`config.mk`:
```
export PLATFORM = sky130hd
export DESIGN_NAME = spi_txn_sequencer
export DESIGN_NICKNAME = d
export VERILOG_FILES = /design/src/rtl/spi_pkg.sv /design/src/rtl/spi_seq_fifo.sv /design/src/rtl/spi_txn_sequencer.sv
export SDC_FILE = /design/constraint.sdc
export NUM_CORES = 1
export LEC_CHECK = 0
export CORE_MARGIN = 5
export CORE_UTILIZATION = 30
export DETAILED_ROUTE_END_ITERATION = 6
export HOLD_SLACK_MARGIN = 0.1
export PLACE_DENSITY_LB_ADDON = 0.1
export SYNTH_ARGS = -nofsm -noshare
export SYNTH_HDL_FRONTEND = slang
export SYNTH_SLANG_ARGS = --single-unit
```
`constraint.sdc`:
```
create_clock -name clk -period 4.8 [get_ports clk]
set_input_delay 0.96 -clock clk [delete_from_list [all_inputs] [get_ports clk]]
set_output_delay 0.96 -clock clk [all_outputs]
set_load 0.05 [all_outputs]
```
`src/rtl/spi_pkg.sv`:
```
// Shared types and constants for the SPI transaction sequencer.
package spi_pkg;

  localparam int unsigned NUM_SLAVES  = 3;
  localparam int unsigned SEL_W       = $clog2(NUM_SLAVES);
  localparam logic [1:0]  SEL_ILLEGAL = 2'd3;

  typedef enum logic [1:0] {
    IDLE    = 2'd0,
    LOAD    = 2'd1,
    WAIT    = 2'd2,
    CAPTURE = 2'd3
  } seq_state_e;

  typedef struct packed {
    logic [SEL_W-1:0] sel;
    logic [7:0]       data;
  } cmd_t;

  typedef struct packed {
    logic             timeout;
    logic [SEL_W-1:0] sel;
    logic [7:0]       data;
  } rsp_t;

endpackage

```
`src/rtl/spi_seq_fifo.sv`:
```
// Synchronous FIFO with wrap-bit pointers; head is presented combinationally.
module spi_seq_fifo #(
  parameter int unsigned WIDTH = 8,
  parameter int unsigned DEPTH = 4
) (
  input  logic             clk,
  input  logic             rst_ni,
  input  logic             push_i,
  input  logic [WIDTH-1:0] wdata_i,
  input  logic             pop_i,
  output logic [WIDTH-1:0] rdata_o,
  output logic             full_o,
  output logic             empty_o
);
  localparam int unsigned AW = $clog2(DEPTH);
  localparam int unsigned PW = AW + 1;

  logic [PW-1:0]    wptr_q, wptr_d, rptr_q, rptr_d;
  logic [WIDTH-1:0] mem_q [DEPTH];
  logic             do_push, do_pop;

  // Same index with differing wrap bits means full; identical pointers mean empty.
  assign full_o  = (wptr_q[AW] != rptr_q[AW]) && (wptr_q[AW-1:0] == rptr_q[AW-1:0]);
  assign empty_o = (wptr_q == rptr_q);
  assign do_push = push_i && !full_o;
  assign do_pop  = pop_i && !empty_o;
  assign wptr_d  = wptr_q + PW'(do_push);
  assign rptr_d  = rptr_q + PW'(do_pop);
  assign rdata_o = mem_q[rptr_q[AW-1:0]];

  always_ff @(posedge clk) begin
    if (!rst_ni) begin
      wptr_q <= '0;
      rptr_q <= '0;
    end else begin
      wptr_q <= wptr_d;
      rptr_q <= rptr_d;
    end
  end

  always_ff @(posedge clk) begin
    if (do_push) mem_q[wptr_q[AW-1:0]] <= wdata_i;
  end

endmodule

```
`src/rtl/spi_txn_sequencer.sv`:
```
// Queues host byte commands, runs one SPI core transfer at a time and queues the replies.
// Optional SPI_SEQ_STATS_EN adds saturating txn_count / timeout_count outputs.
module spi_txn_sequencer
  import spi_pkg::*;
#(
  parameter int unsigned CMD_DEPTH      = 4,
  parameter int unsigned RSP_DEPTH      = 4,
  parameter int unsigned TIMEOUT_CYCLES = 256
) (
  input  logic       clk,
  input  logic       reset,
  input  logic       cmd_valid,
  output logic       cmd_ready,
  input  logic [1:0] cmd_sel,
  input  logic [7:0] cmd_data,
  output logic       rsp_valid,
  input  logic       rsp_ready,
  output logic [7:0] rsp_data,
  output logic [1:0] rsp_sel,
  output logic       rsp_timeout,
  output logic [7:0] spi_init_master,
  output logic       spi_mas_load,
  output logic [1:0] spi_select,
  input  logic       spi_check_end,
  input  logic [7:0] spi_master_data,
  output logic       busy,
  output logic       err_illegal_sel
`ifdef SPI_SEQ_STATS_EN
  ,
  output logic [15:0] txn_count,
  output logic [15:0] timeout_count
`endif
);
  localparam int unsigned CMD_W = $bits(cmd_t);
  localparam int unsigned RSP_W = $bits(rsp_t);
  localparam int unsigned TW    = $clog2(TIMEOUT_CYCLES) + 1;

  seq_state_e    state_q, state_d;
  cmd_t          cmd_wdata, cmd_head;
  rsp_t          rsp_wdata, rsp_head;
  logic          cmd_full, cmd_empty, cmd_push, cmd_pop, cmd_fire;
  logic          rsp_full, rsp_empty, rsp_push;
  logic [TW-1:0] tmo_cnt_q, tmo_cnt_d;
  logic [7:0]    init_q, init_d, cap_data_q, cap_data_d;
  logic [1:0]    sel_q, sel_d;
  logic          cap_to_q, cap_to_d, load_q, load_d, err_q, err_d;
  logic          check_end_prev_q, end_rise, tmo_hit, sel_illegal;

  assign sel_illegal = (cmd_sel == SEL_ILLEGAL);
  assign cmd_fire    = cmd_valid && cmd_ready;
  assign cmd_push    = cmd_fire && !sel_illegal;
  assign cmd_wdata   = '{sel: cmd_sel, data: cmd_data};
  assign rsp_wdata   = '{timeout: cap_to_q, sel: sel_q, data: cap_data_q};
  assign end_rise    = spi_check_end && !check_end_prev_q;
  assign tmo_hit     = (tmo_cnt_q == TW'(TIMEOUT_CYCLES - 1));

  spi_seq_fifo #(.WIDTH(CMD_W), .DEPTH(CMD_DEPTH)) u_cmd_fifo (
    .clk     (clk),
    .rst_ni  (reset),
    .push_i  (cmd_push),
    .wdata_i (cmd_wdata),
    .pop_i   (cmd_pop),
    .rdata_o (cmd_head),
    .full_o  (cmd_full),
    .empty_o (cmd_empty)
  );

  spi_seq_fifo #(.WIDTH(RSP_W), .DEPTH(RSP_DEPTH)) u_rsp_fifo (
    .clk     (clk),
    .rst_ni  (reset),
    .push_i  (rsp_push),
    .wdata_i (rsp_wdata),
    .pop_i   (rsp_ready),
    .rdata_o (rsp_head),
    .full_o  (rsp_full),
    .empty_o (rsp_empty)
  );

  always_ff @(posedge clk) begin
    if (!reset) state_q <= IDLE;
    else        state_q <= state_d;
  end

  always_comb begin
    state_d = state_q;
    case (state_q)
      IDLE:    if (!cmd_empty) state_d = LOAD;
      LOAD:    state_d = WAIT;
      WAIT:    if (end_rise || tmo_hit) state_d = CAPTURE;
      CAPTURE: if (!rsp_full) state_d = IDLE;
      default: state_d = IDLE;
    endcase
  end

  // A real end-of-transfer edge wins over a timeout landing in the same cycle.
  always_comb begin
    cmd_pop    = 1'b0;
    rsp_push   = 1'b0;
    load_d     = 1'b0;
    init_d     = init_q;
    sel_d      = sel_q;
    tmo_cnt_d  = tmo_cnt_q;
    cap_data_d = cap_data_q;
    cap_to_d   = cap_to_q;
    err_d      = err_q | (cmd_fire && sel_illegal);
    case (state_q)
      IDLE: begin
        if (!cmd_empty) begin
          cmd_pop = 1'b1;
          init_d  = cmd_head.data;
          sel_d   = cmd_head.sel;
        end
      end
      LOAD: begin
        load_d    = 1'b1;
        tmo_cnt_d = '0;
      end
      WAIT: begin
        tmo_cnt_d = tmo_cnt_q + TW'(1);
        if (end_rise) begin
          cap_data_d = spi_master_data;
          cap_to_d   = 1'b0;
        end else if (tmo_hit) begin
          cap_data_d = 8'h00;
          cap_to_d   = 1'b1;
        end
      end
      CAPTURE: rsp_push = !rsp_full;
      default: ;
    endcase
  end

  always_ff @(posedge clk) begin
    if (!reset) begin
      init_q           <= 8'h00;
      sel_q            <= 2'd0;
      load_q           <= 1'b0;
      tmo_cnt_q        <= '0;
      cap_data_q       <= 8'h00;
      cap_to_q         <= 1'b0;
      err_q            <= 1'b0;
      check_end_prev_q <= 1'b0;
    end else begin
      init_q           <= init_d;
      sel_q            <= sel_d;
      load_q           <= load_d;
      tmo_cnt_q        <= tmo_cnt_d;
      cap_data_q       <= cap_data_d;
      cap_to_q         <= cap_to_d;
      err_q            <= err_d;
      check_end_prev_q <= spi_check_end;
    end
  end

  assign cmd_ready       = !cmd_full;
  assign rsp_valid       = !rsp_empty;
  assign rsp_data        = rsp_head.data;
  assign rsp_sel         = rsp_head.sel;
  assign rsp_timeout     = rsp_head.timeout;
  assign spi_init_master = init_q;
  assign spi_select      = sel_q;
  assign spi_mas_load    = load_q;
  assign busy            = (state_q != IDLE);
  assign err_illegal_sel = err_q;

`ifdef SPI_SEQ_STATS_EN
  logic [15:0] txn_q, txn_d, tmo_q, tmo_d;

  always_comb begin
    txn_d = txn_q;
    tmo_d = tmo_q;
    if (rsp_push) begin
      if (cap_to_q) begin
        if (tmo_q != 16'hFFFF) tmo_d = tmo_q + 16'd1;
      end else if (txn_q != 16'hFFFF) begin
        txn_d = txn_q + 16'd1;
      end
    end
  end

  always_ff @(posedge clk) begin
    if (!reset) begin
      txn_q <= 16'd0;
      tmo_q <= 16'd0;
    end else begin
      txn_q <= txn_d;
      tmo_q <= tmo_d;
    end
  end

  assign txn_count     = txn_q;
  assign timeout_count = tmo_q;
`endif

endmodule

```
# Word-level counts from Yosys, hierarchy flattened
# Memories as Yosys holds them, arrays and structs flattened. A register that Yosys moved wholly into a read port is not among the register bits.
# Index checks and enable logic that the tools add are counted.
# Widths: inputs -> output; s select.
# op_classes
add_sub_neg,5
n_mul,0
div,0
magnitude_cmp,0
n_eq_ne,14
shift,0
muxes,18
n_bitwise,2
n_reduce_logical,25
# op_table
operator,count
$pmux 9 s2,1
$mux 8,2
$add 3x1->3,4
$logic_and 1x1->1,10
$mux 1,10
$add 9x1->9 const B,1
$eq 9x8->1 const B,1
$mux 2,4
$pmux 2 s4,1
$logic_not 1->1,7
$eq 2x2->1 const B,3
$eq 3x3->1,2
$ne 2x2->1 const B,3
$reduce_bool 2->1,3
$eq 2x2->1,2
$reduce_and 2->1,2
$reduce_and 3->1,1
$eq 2x1->1 const B,1
$logic_not 2->1,1
$ne 1x1->1,2
$logic_or 1x1->1,1
$not 1->1,1
$or 1x1->1,1
# word_totals
regBits,35
latchBits,0
mem_bits_rw,84
rom_bits,0
inputBits,23
output_inout_bits,26
elab_cells,77
memories,2
# mem_list
name,depth,word_bits,rd,rd_clocked_by_memory_dff,wr,line_no,rtl
u_rsp_fifo.mem_q,4,11,1,1,1,spi_seq_fifo.sv:19,logic [WIDTH-1:0] mem_q [DEPTH];
u_cmd_fifo.mem_q,4,10,1,1,1,spi_seq_fifo.sv:19,

# Logic depth before layout (Yosys ltp)
# Gate-level depths: netlist of the first run.
# logic_depth
depth_word,8
ltp_mapped,9
ltp_nobuf,8

# Modules after synthesis
# A second synthesis of the first run with hierarchy kept.
# unflattened
cells_unflattened,334
hier_area_um2,5186.2
# modules_own_cells
module,instances,cells_each,area_per_inst_um2,seq_area_each_um2
spi_seq_fifo at u_rsp_fifo,1,94,1995.7,1441.4
spi_seq_fifo at u_cmd_fifo,1,89,1841.8,1321.3
spi_txn_sequencer,1,151,1348.8,660.6

# Worst setup path before layout of the first run
# Ideal clock, no wire load.
# synth_timing
kind,register to output
start,"register, netlist name u_rsp_fifo.rptr_q[0]"
end,output rsp_data[0]
t_arrival_ns,1.385
required_ns,3.840
setup_slack_ns,2.455
path_stages_with_launch,3
n_path_buf,1
cell_sequence,dfxtp_1 buf_2 mux4_2
# synth_rtl
item,line_no,rtl
to (decl),spi_txn_sequencer.sv:18,"output logic [7:0] rsp_data,"

==> results_dict.tcl, run 1 <==
set metrics [dict create \
    core_sq_um 16470 \
    pre_cts_slack_ns 1.584 \
    hold_buffers 0 \
    combPwrFrac_pct 22.8 \
    cts.sinks 129 \
    grt_pass1_wl_um 15760 \
    fin_crit_ns 3.582 \
    power_frac_seq_pct 40.6 \
    synthArstFlopShare_pct 0 \
    cts_setup_buffers 0 \
    yosysTopAreaCell "edfxtp_1" \
    synth-edff-count 84 \
    clock_skew_ns 0.007833 \
    synth.ff_latch_count 129 \
    root_buffer "clkbuf_16" \
    cp.buffers_inverters 1 \
    antenna_found_initial 0 \
    synth.most_common_cell "edfxtp_1" \
    syn_area_sq_um 5016 \
    worst_r2r_startpoint "u_rsp_fifo.rptr_q[0]" \
    yosysWarnings 0 \
    fin_cells 606 \
    pin_count 49 \
    clk_pin_slew_worst_paths_ns 0.06 \
    cpPeakStageDelay_ns 0.90 \
    synth_common_cells "edfxtp_1, dfxtp_1, nor2b_1" \
    fp.dieH_um 139.3 \
    drc 0 \
    r2r-end "u_rsp_fifo.mem_q[2][8]" \
    netlist-cell-type-count 35 \
    htreeDepth 4 \
    max_cap_violations 0 \
    fp.dieW_um 139.3 \
    critPathLaunchType "register" \
    start_util_pct 30.46 \
    num_rows 47 \
    track_usage_pct 10.73 \
    insertion_delay_ns 0.41 \
    cp.arrival_ns 2.62 \
    worstSetupPathType "register to output port" \
    die-area_sq_um 19410 \
    crit_fanout 13 \
    syn_nets 347 \
    totalPowerFinal_mw 3.295 \
    port_buffers 48 \
    slew_violations 0 \
    crit_family "flip-flops" \
    first_iter_violations 99 \
    cp_num_cells 2 \
    gp_congestion 0.6582 \
    hp-class "register to register" \
    power_switching_share_pct 29.05 \
    pwr-share-clk_pct 36.6 \
    cts_tree "built" \
    ys_seq_area_share_pct 68.25 \
    dp.cells 574 \
    fmax_ghz 0.2792 \
    crit_end "rsp_sel[1]" \
    syn_inst 310 \
    layout.nets 410 \
    clock_path_buffers 2 \
    vias 2652 \
    worstSetupStartpoint "u_rsp_fifo.rptr_q[0]" \
    synthFlopType "edfxtp_1" \
    final_antenna_net_count 0 \
    p_switching_uw 957.2 \
    crit_path_top_delay_cell "dfxtp_1" \
    area_growth_pct 26.27 \
    grt_max_degree 26 \
    first_pass_iters 4 \
    max-vdd-ir-drop_v 0.0002686 \
    postCtsResizedCells 0 \
    grt_pass1_vias 2914 \
    synth_top_area_share_pct 50.29 \
    p_per_area_nw_per_um2 520.3 \
    required_ns 3.84 \
    synth.area.top_cells "edfxtp_1, dfxtp_1, mux4_2, ha_1, nor2b_1" \
    min_period_over_period_pct 74.62 \
    numCtsBuffers 17 \
    avgSynthCellArea_sq_um 16.18 \
    r2r_setup_slack_ns 2.24 \
    wl_um 9717 \
    worst_pin_slew_ns 0.8841 \
    setup_violations 0 \
    hold_viol 0 \
    leakagePower_nw 2.298 \
    setup_tns_ns 0 \
    drive_above_1_share_pct 14.77 \
    cp-end-kind "output port" \
    fin_ws_ns 1.218 \
    r2r_cells 5 \
    viasPerCell 4.376 \
    status "complete, no violations" \
    worstPathCellList "mux4_2 > clkdlybuf4s50_1" \
    diodes 0 \
    relSlewSlack_pct 40.98 \
    post_drt_wl_per_cell_um 16.03 \
    grt-ovfl-total 0 \
    dp_hpwl_um 6416 \
    rsz0062_at_grt "no" \
    p_int_mw 2.338 \
]
[metal layers]
layer	track usage [%]	part of all wire (%)	up-vias
li1	-	-	1291
met1	13.20	46	1291
met2	16.69	47	56
met3	4.391	4.8	14
met4	4.583	1.8	0
met5	0	0	-
[state kept, by name, summed over array words and instances, names as in the netlist]
register	cells
u_cmd_fifo.wptr_q	3
u_cmd_fifo.rptr_q	3
spi_mas_load	1
cap_data_q	8
cap_to_q	1
u_rsp_fifo.wptr_q	3
spi_init_master	8
state_q	2
tmo_cnt_q	9
u_cmd_fifo.mem_q	40
u_rsp_fifo.mem_q	44
err_illegal_sel	1
spi_select	2
check_end_prev_q	1
u_rsp_fifo.rptr_q	3
[cell usage in the layout, fill, tap and decap left out, types with 2 or more instances in the layout]
master	Yosys	layout
nor3_1	3	3
a21boi_0	2	2
and2_1	18	18
and4_1	2	2
nand4_1	2	2
buf_4	1	8
nor2_1	9	9
edfxtp_1	84	84
nand3_1	3	3
clkinv_4	0	2
clkinv_2	0	4
inv_1	7	7
mux2i_1	12	12
nor3b_1	3	3
bufinv_16	0	2
nand2_1	11	11
mux4_2	21	21
a22oi_1	8	8
xor2_1	14	14
xnor2_1	2	2
clkinv_1	0	4
ha_1	14	14
clkbuf_1	8	2
o21ai_1	2	2
clkdlybuf4s50_1	0	48
and3_1	3	3
dfxtp_1	45	45
clkbuf_16	0	17
nor2b_1	23	23
[worst min path at each step]
stage	start	endpoint	slack (ns)	depth (start not counted)
after global routing	cap_data_q[5]	u_rsp_fifo.mem_q[1][5]	0.53	0
after CTS	tmo_cnt_q[1]	tmo_cnt_q[1]	0.51	2
final	tmo_cnt_q[1]	tmo_cnt_q[1]	0.50	2
after detailed placement	tmo_cnt_q[5]	tmo_cnt_q[5]	0.49	2
after floorplan	cap_to_q	u_rsp_fifo.mem_q[0][10]	0.46	0
after global placement	tmo_cnt_q[1]	tmo_cnt_q[1]	0.48	2
[worst register-to-register path, delay by kind of cell (launching register included)]
family / cells / cell delay, ns
flip-flops: 1 / 0.90
XOR/XNOR: 1 / 0.24
buffers and inverters: 1 / 0.29
AND/OR/NAND/NOR: 3 / 0.82
[area by class of cell]
| cell class | count | area (sq um) |
|---|---|---|
| fill | 1550 | 10130 |
| multi-input combinational | 162 | 1515 |
| tap | 220 | 275.3 |
| timing repair buffer | 56 | 540.5 |
| sequential | 129 | 3423 |
| clock inverter | 13 | 120.1 |
| clock buffer | 19 | 432.9 |
| inverter | 7 | 26.28 |
[cells by family after synthesis]
| family | count (synthesis) | share of synthesized area [%] |
|---|---|---|
| flip-flops | 129 | 68.25 |
| AND/OR/NAND/NOR | 80 | 9.030 |
| adder cells (fa/ha/maj) | 14 | 3.492 |
| AO/OA/AOI/OAI | 18 | 2.744 |
| buffers and inverters | 19 | 1.547 |
| multiplexers | 33 | 11.82 |
| XOR/XNOR | 17 | 3.118 |
[power by group through the flow]
stage	Clock, mW	Combinational (mW)	Sequential (mW)
floorplan	0	0.442	1.44
global placement	0	0.762	1.36
detailed placement	0	0.765	1.36
CTS	1.23	0.768	1.34
global route	1.30	0.813	1.35
finish	1.21	0.752	1.34
[metrics by stage]
step | hold slack (ns) | area, sq um | utilization [%]
detailed placement | 0.4936 | 5781 | 35.11
CTS | 0.5062 | 6334 | 38.46
global route | 0.5314 | 6334 | 38.46
finish | 0.4993 | 6334 | 38.46
global placement | 0.4777 | 5781 | 35.11
floorplan | 0.4608 | 5016 | -
(Power assumes the default switching activity.)
==> run 2, diff against run 1 <==
clock period = 3.1 ns   (was 4.8 ns; I/O delays follow)
==> run 2 against run 1 <==
Effect of this change: register-to-register slack got worse by 1.2 ns; clock power rose by 83%; non-clock buffer count grew 8; final area rose by 2.6%; highest routed layer unchanged; routed wire length rose by 0.15%; cell count up 1.2%; combinational power rose by 60%; die area unchanged; sequential power rose by 53%; via count unchanged; largest power group is now clock; critical path type unchanged; global-route usage is 0.10 points lower; sequential cell count is the same; largest cell class unchanged.
==> results_dict.tcl, run 2 (synthesis results as in run 1) <==
set metrics [dict create \
    status "complete, no violations" \
    fmax_ghz 0.3535 \
    holdCritStartpoint "tmo_cnt_q[1]" \
    cpPeakStageDelay_ns 0.72 \
    max-vdd-ir-drop_v 0.0004299 \
    mostFrequentLayoutCell "edfxtp_1" \
    worstSetupPathType "register to output port" \
    post_drt_wl_per_cell_um 15.88 \
    area.sequential_sq_um 3423 \
    relSlewSlack_pct 54.96 \
    final_cell_mix "edfxtp_1, clkdlybuf4s50_1, dfxtp_1" \
    numCtsBuffers 17 \
    postCtsResizedCells 0 \
    start_util_pct 30.46 \
    r2r_setup_slack_ns 1.03 \
    cts_tree "built" \
    largest_register_ffs 44 \
    diodes 0 \
    die-area_sq_um 19410 \
    vias 2652 \
    worstHoldPathCells 2 \
    slew_violations 0 \
    pin_count 49 \
    setup_tns_ns 0 \
    cp.arrival_ns 2.21 \
    r2r-end "u_rsp_fifo.mem_q[3][1]" \
    antenna_found_initial 0 \
    cts.sinks 129 \
    grt_util_met2_pct 17.00 \
    cts_setup_buffers 0 \
    top_usage_layer "met2" \
    leakagePower_nw 2.389 \
    htreeDepth 4 \
    hold_viol 0 \
    insertion_delay_ns 0.41 \
    holdPathEnd "tmo_cnt_q[1]" \
    fin_crit_ns 2.829 \
    dp_hpwl_um 6522 \
    area_growth_pct 29.51 \
    layout.nets 418 \
    fp.dieW_um 139.3 \
    worst_pin_slew_ns 0.6756 \
    cp_num_cells 3 \
    grt-ovfl-total 0 \
    rsz0062_at_grt "no" \
    worst_r2r_startpoint "u_rsp_fifo.rptr_q[0]" \
    setup_violations 0 \
    viasPerCell 4.326 \
    required_ns 2.48 \
    crit_path_top_delay_cell "clkdlybuf4s50_1" \
    cp.buffers_inverters 2 \
    hold_buffers 0 \
    worstPathCellList "buf_4 > mux4_2 > clkdlybuf4s50_1" \
    max_cap_violations 0 \
    clk_pin_slew_worst_paths_ns 0.06 \
    final_util_pct 39.45 \
    grt_pass1_wl_um 15610 \
    p_per_area_nw_per_um2 841.1 \
    use_met3_pct 4.117 \
    drive_above_1_share_pct 17.30 \
    wl_um 9732 \
    final_antenna_net_count 0 \
    track_usage_pct 10.63 \
    r2r_cells 6 \
    totalPowerFinal_mw 5.464 \
    clock_path_buffers 2 \
    crit_family "buffers and inverters" \
    clock_skew_ns 0.008963 \
    grt_util_met1_pct 13.18 \
    crit_fanout 8 \
    first_iter_violations 94 \
    gp_congestion 0.7109 \
    fp.dieH_um 139.3 \
    grt_max_degree 17 \
    first_pass_iters 4 \
    multiInputGateArea_sq_um 1515 \
    port_buffers 48 \
    min_period_over_period_pct 91.25 \
    hp-class "register to register" \
    root_buffer "clkbuf_16" \
    core_sq_um 16470 \
    fillers 1555 \
    num_rows 47 \
    critPathLaunchType "register" \
    grt_pass1_vias 2855 \
    drc 0 \
    cp-end-kind "output port" \
]
[run 2: cell count changes in the layout (fill, tap and decap cells not counted)]
cell             before  now
clkinvlp_4            1    0
bufinv_16             2    6
clkinv_1              4    0
clkbuf_1              2    3
clkdlybuf4s50_1      48   47
clkinv_2              4    2
buf_4                 8   17
clkbuf_8              0    1
[run 2: per-stage QoR]
step                hold slack (ns)  area [sq um]  instances  setup WS (ns)
finish                       0.5055          6496        613         0.2712
floorplan                    0.4608          5016        310         0.9679
CTS                          0.5054          6496        613         0.2229
global placement             0.4846          5838        582         0.6462
detailed placement           0.4832          5838        582         0.5875
global route                 0.5224          6496        613         0.1799
[run 2: per-layer routing]
metal  part of all wire [%]  wire (um)  vias to the layer above
met1                     45       4377                     1296
met2                     49       4816                       44
met5                      0          0                        -
met3                    4.4        426                        9
li1                       -          -                     1303
met4                    1.2        112                        0
[run 2: final cells by class]
cell class | instances | area share [%]
Clock buffer | 21 | 6.934
Clock inverter | 10 | 3.197
Inverter | 7 | 0.4045
Multi-Input combinational cell | 162 | 23.32
Sequential cell | 129 | 52.70
Tap cell | 220 | 4.237
Timing Repair Buffer | 64 | 9.206
[run 2: power breakdown]
part / total [mW] / switching, mW / leakage, nW / internal, mW
Clock: 2.21 / 0.690 / 0.321 / 1.52
Sequential: 2.05 / 0.0803 / 1.15 / 1.97
Combinational: 1.20 / 0.701 / 0.915 / 0.502
[run 2: how the worst max path moves through the flow]
| stage | from | endpoint | slack [ns] |
|---|---|---|---|
| finish | u_rsp_fifo.rptr_q[0] | rsp_data[2] | 0.27 |
| global route | u_rsp_fifo.rptr_q[0] | rsp_data[2] | 0.18 |
| CTS | u_rsp_fifo.rptr_q[0] | rsp_data[2] | 0.22 |
| detailed placement | cmd_sel[0] | u_cmd_fifo.mem_q[2][3] | 0.59 |
| global placement | cmd_sel[0] | u_cmd_fifo.mem_q[2][0] | 0.65 |
| floorplan | u_rsp_fifo.wptr_q[1] | u_rsp_fifo.mem_q[2][0] | 0.97 |
[run 2: worst register-to-register path: cells and delay by family, from the launching register on]
family,cells,cell delay (ns)
buf+inv,2,0.27
flops,1,0.33
xor+xnor,1,0.20
simple gates,3,0.90
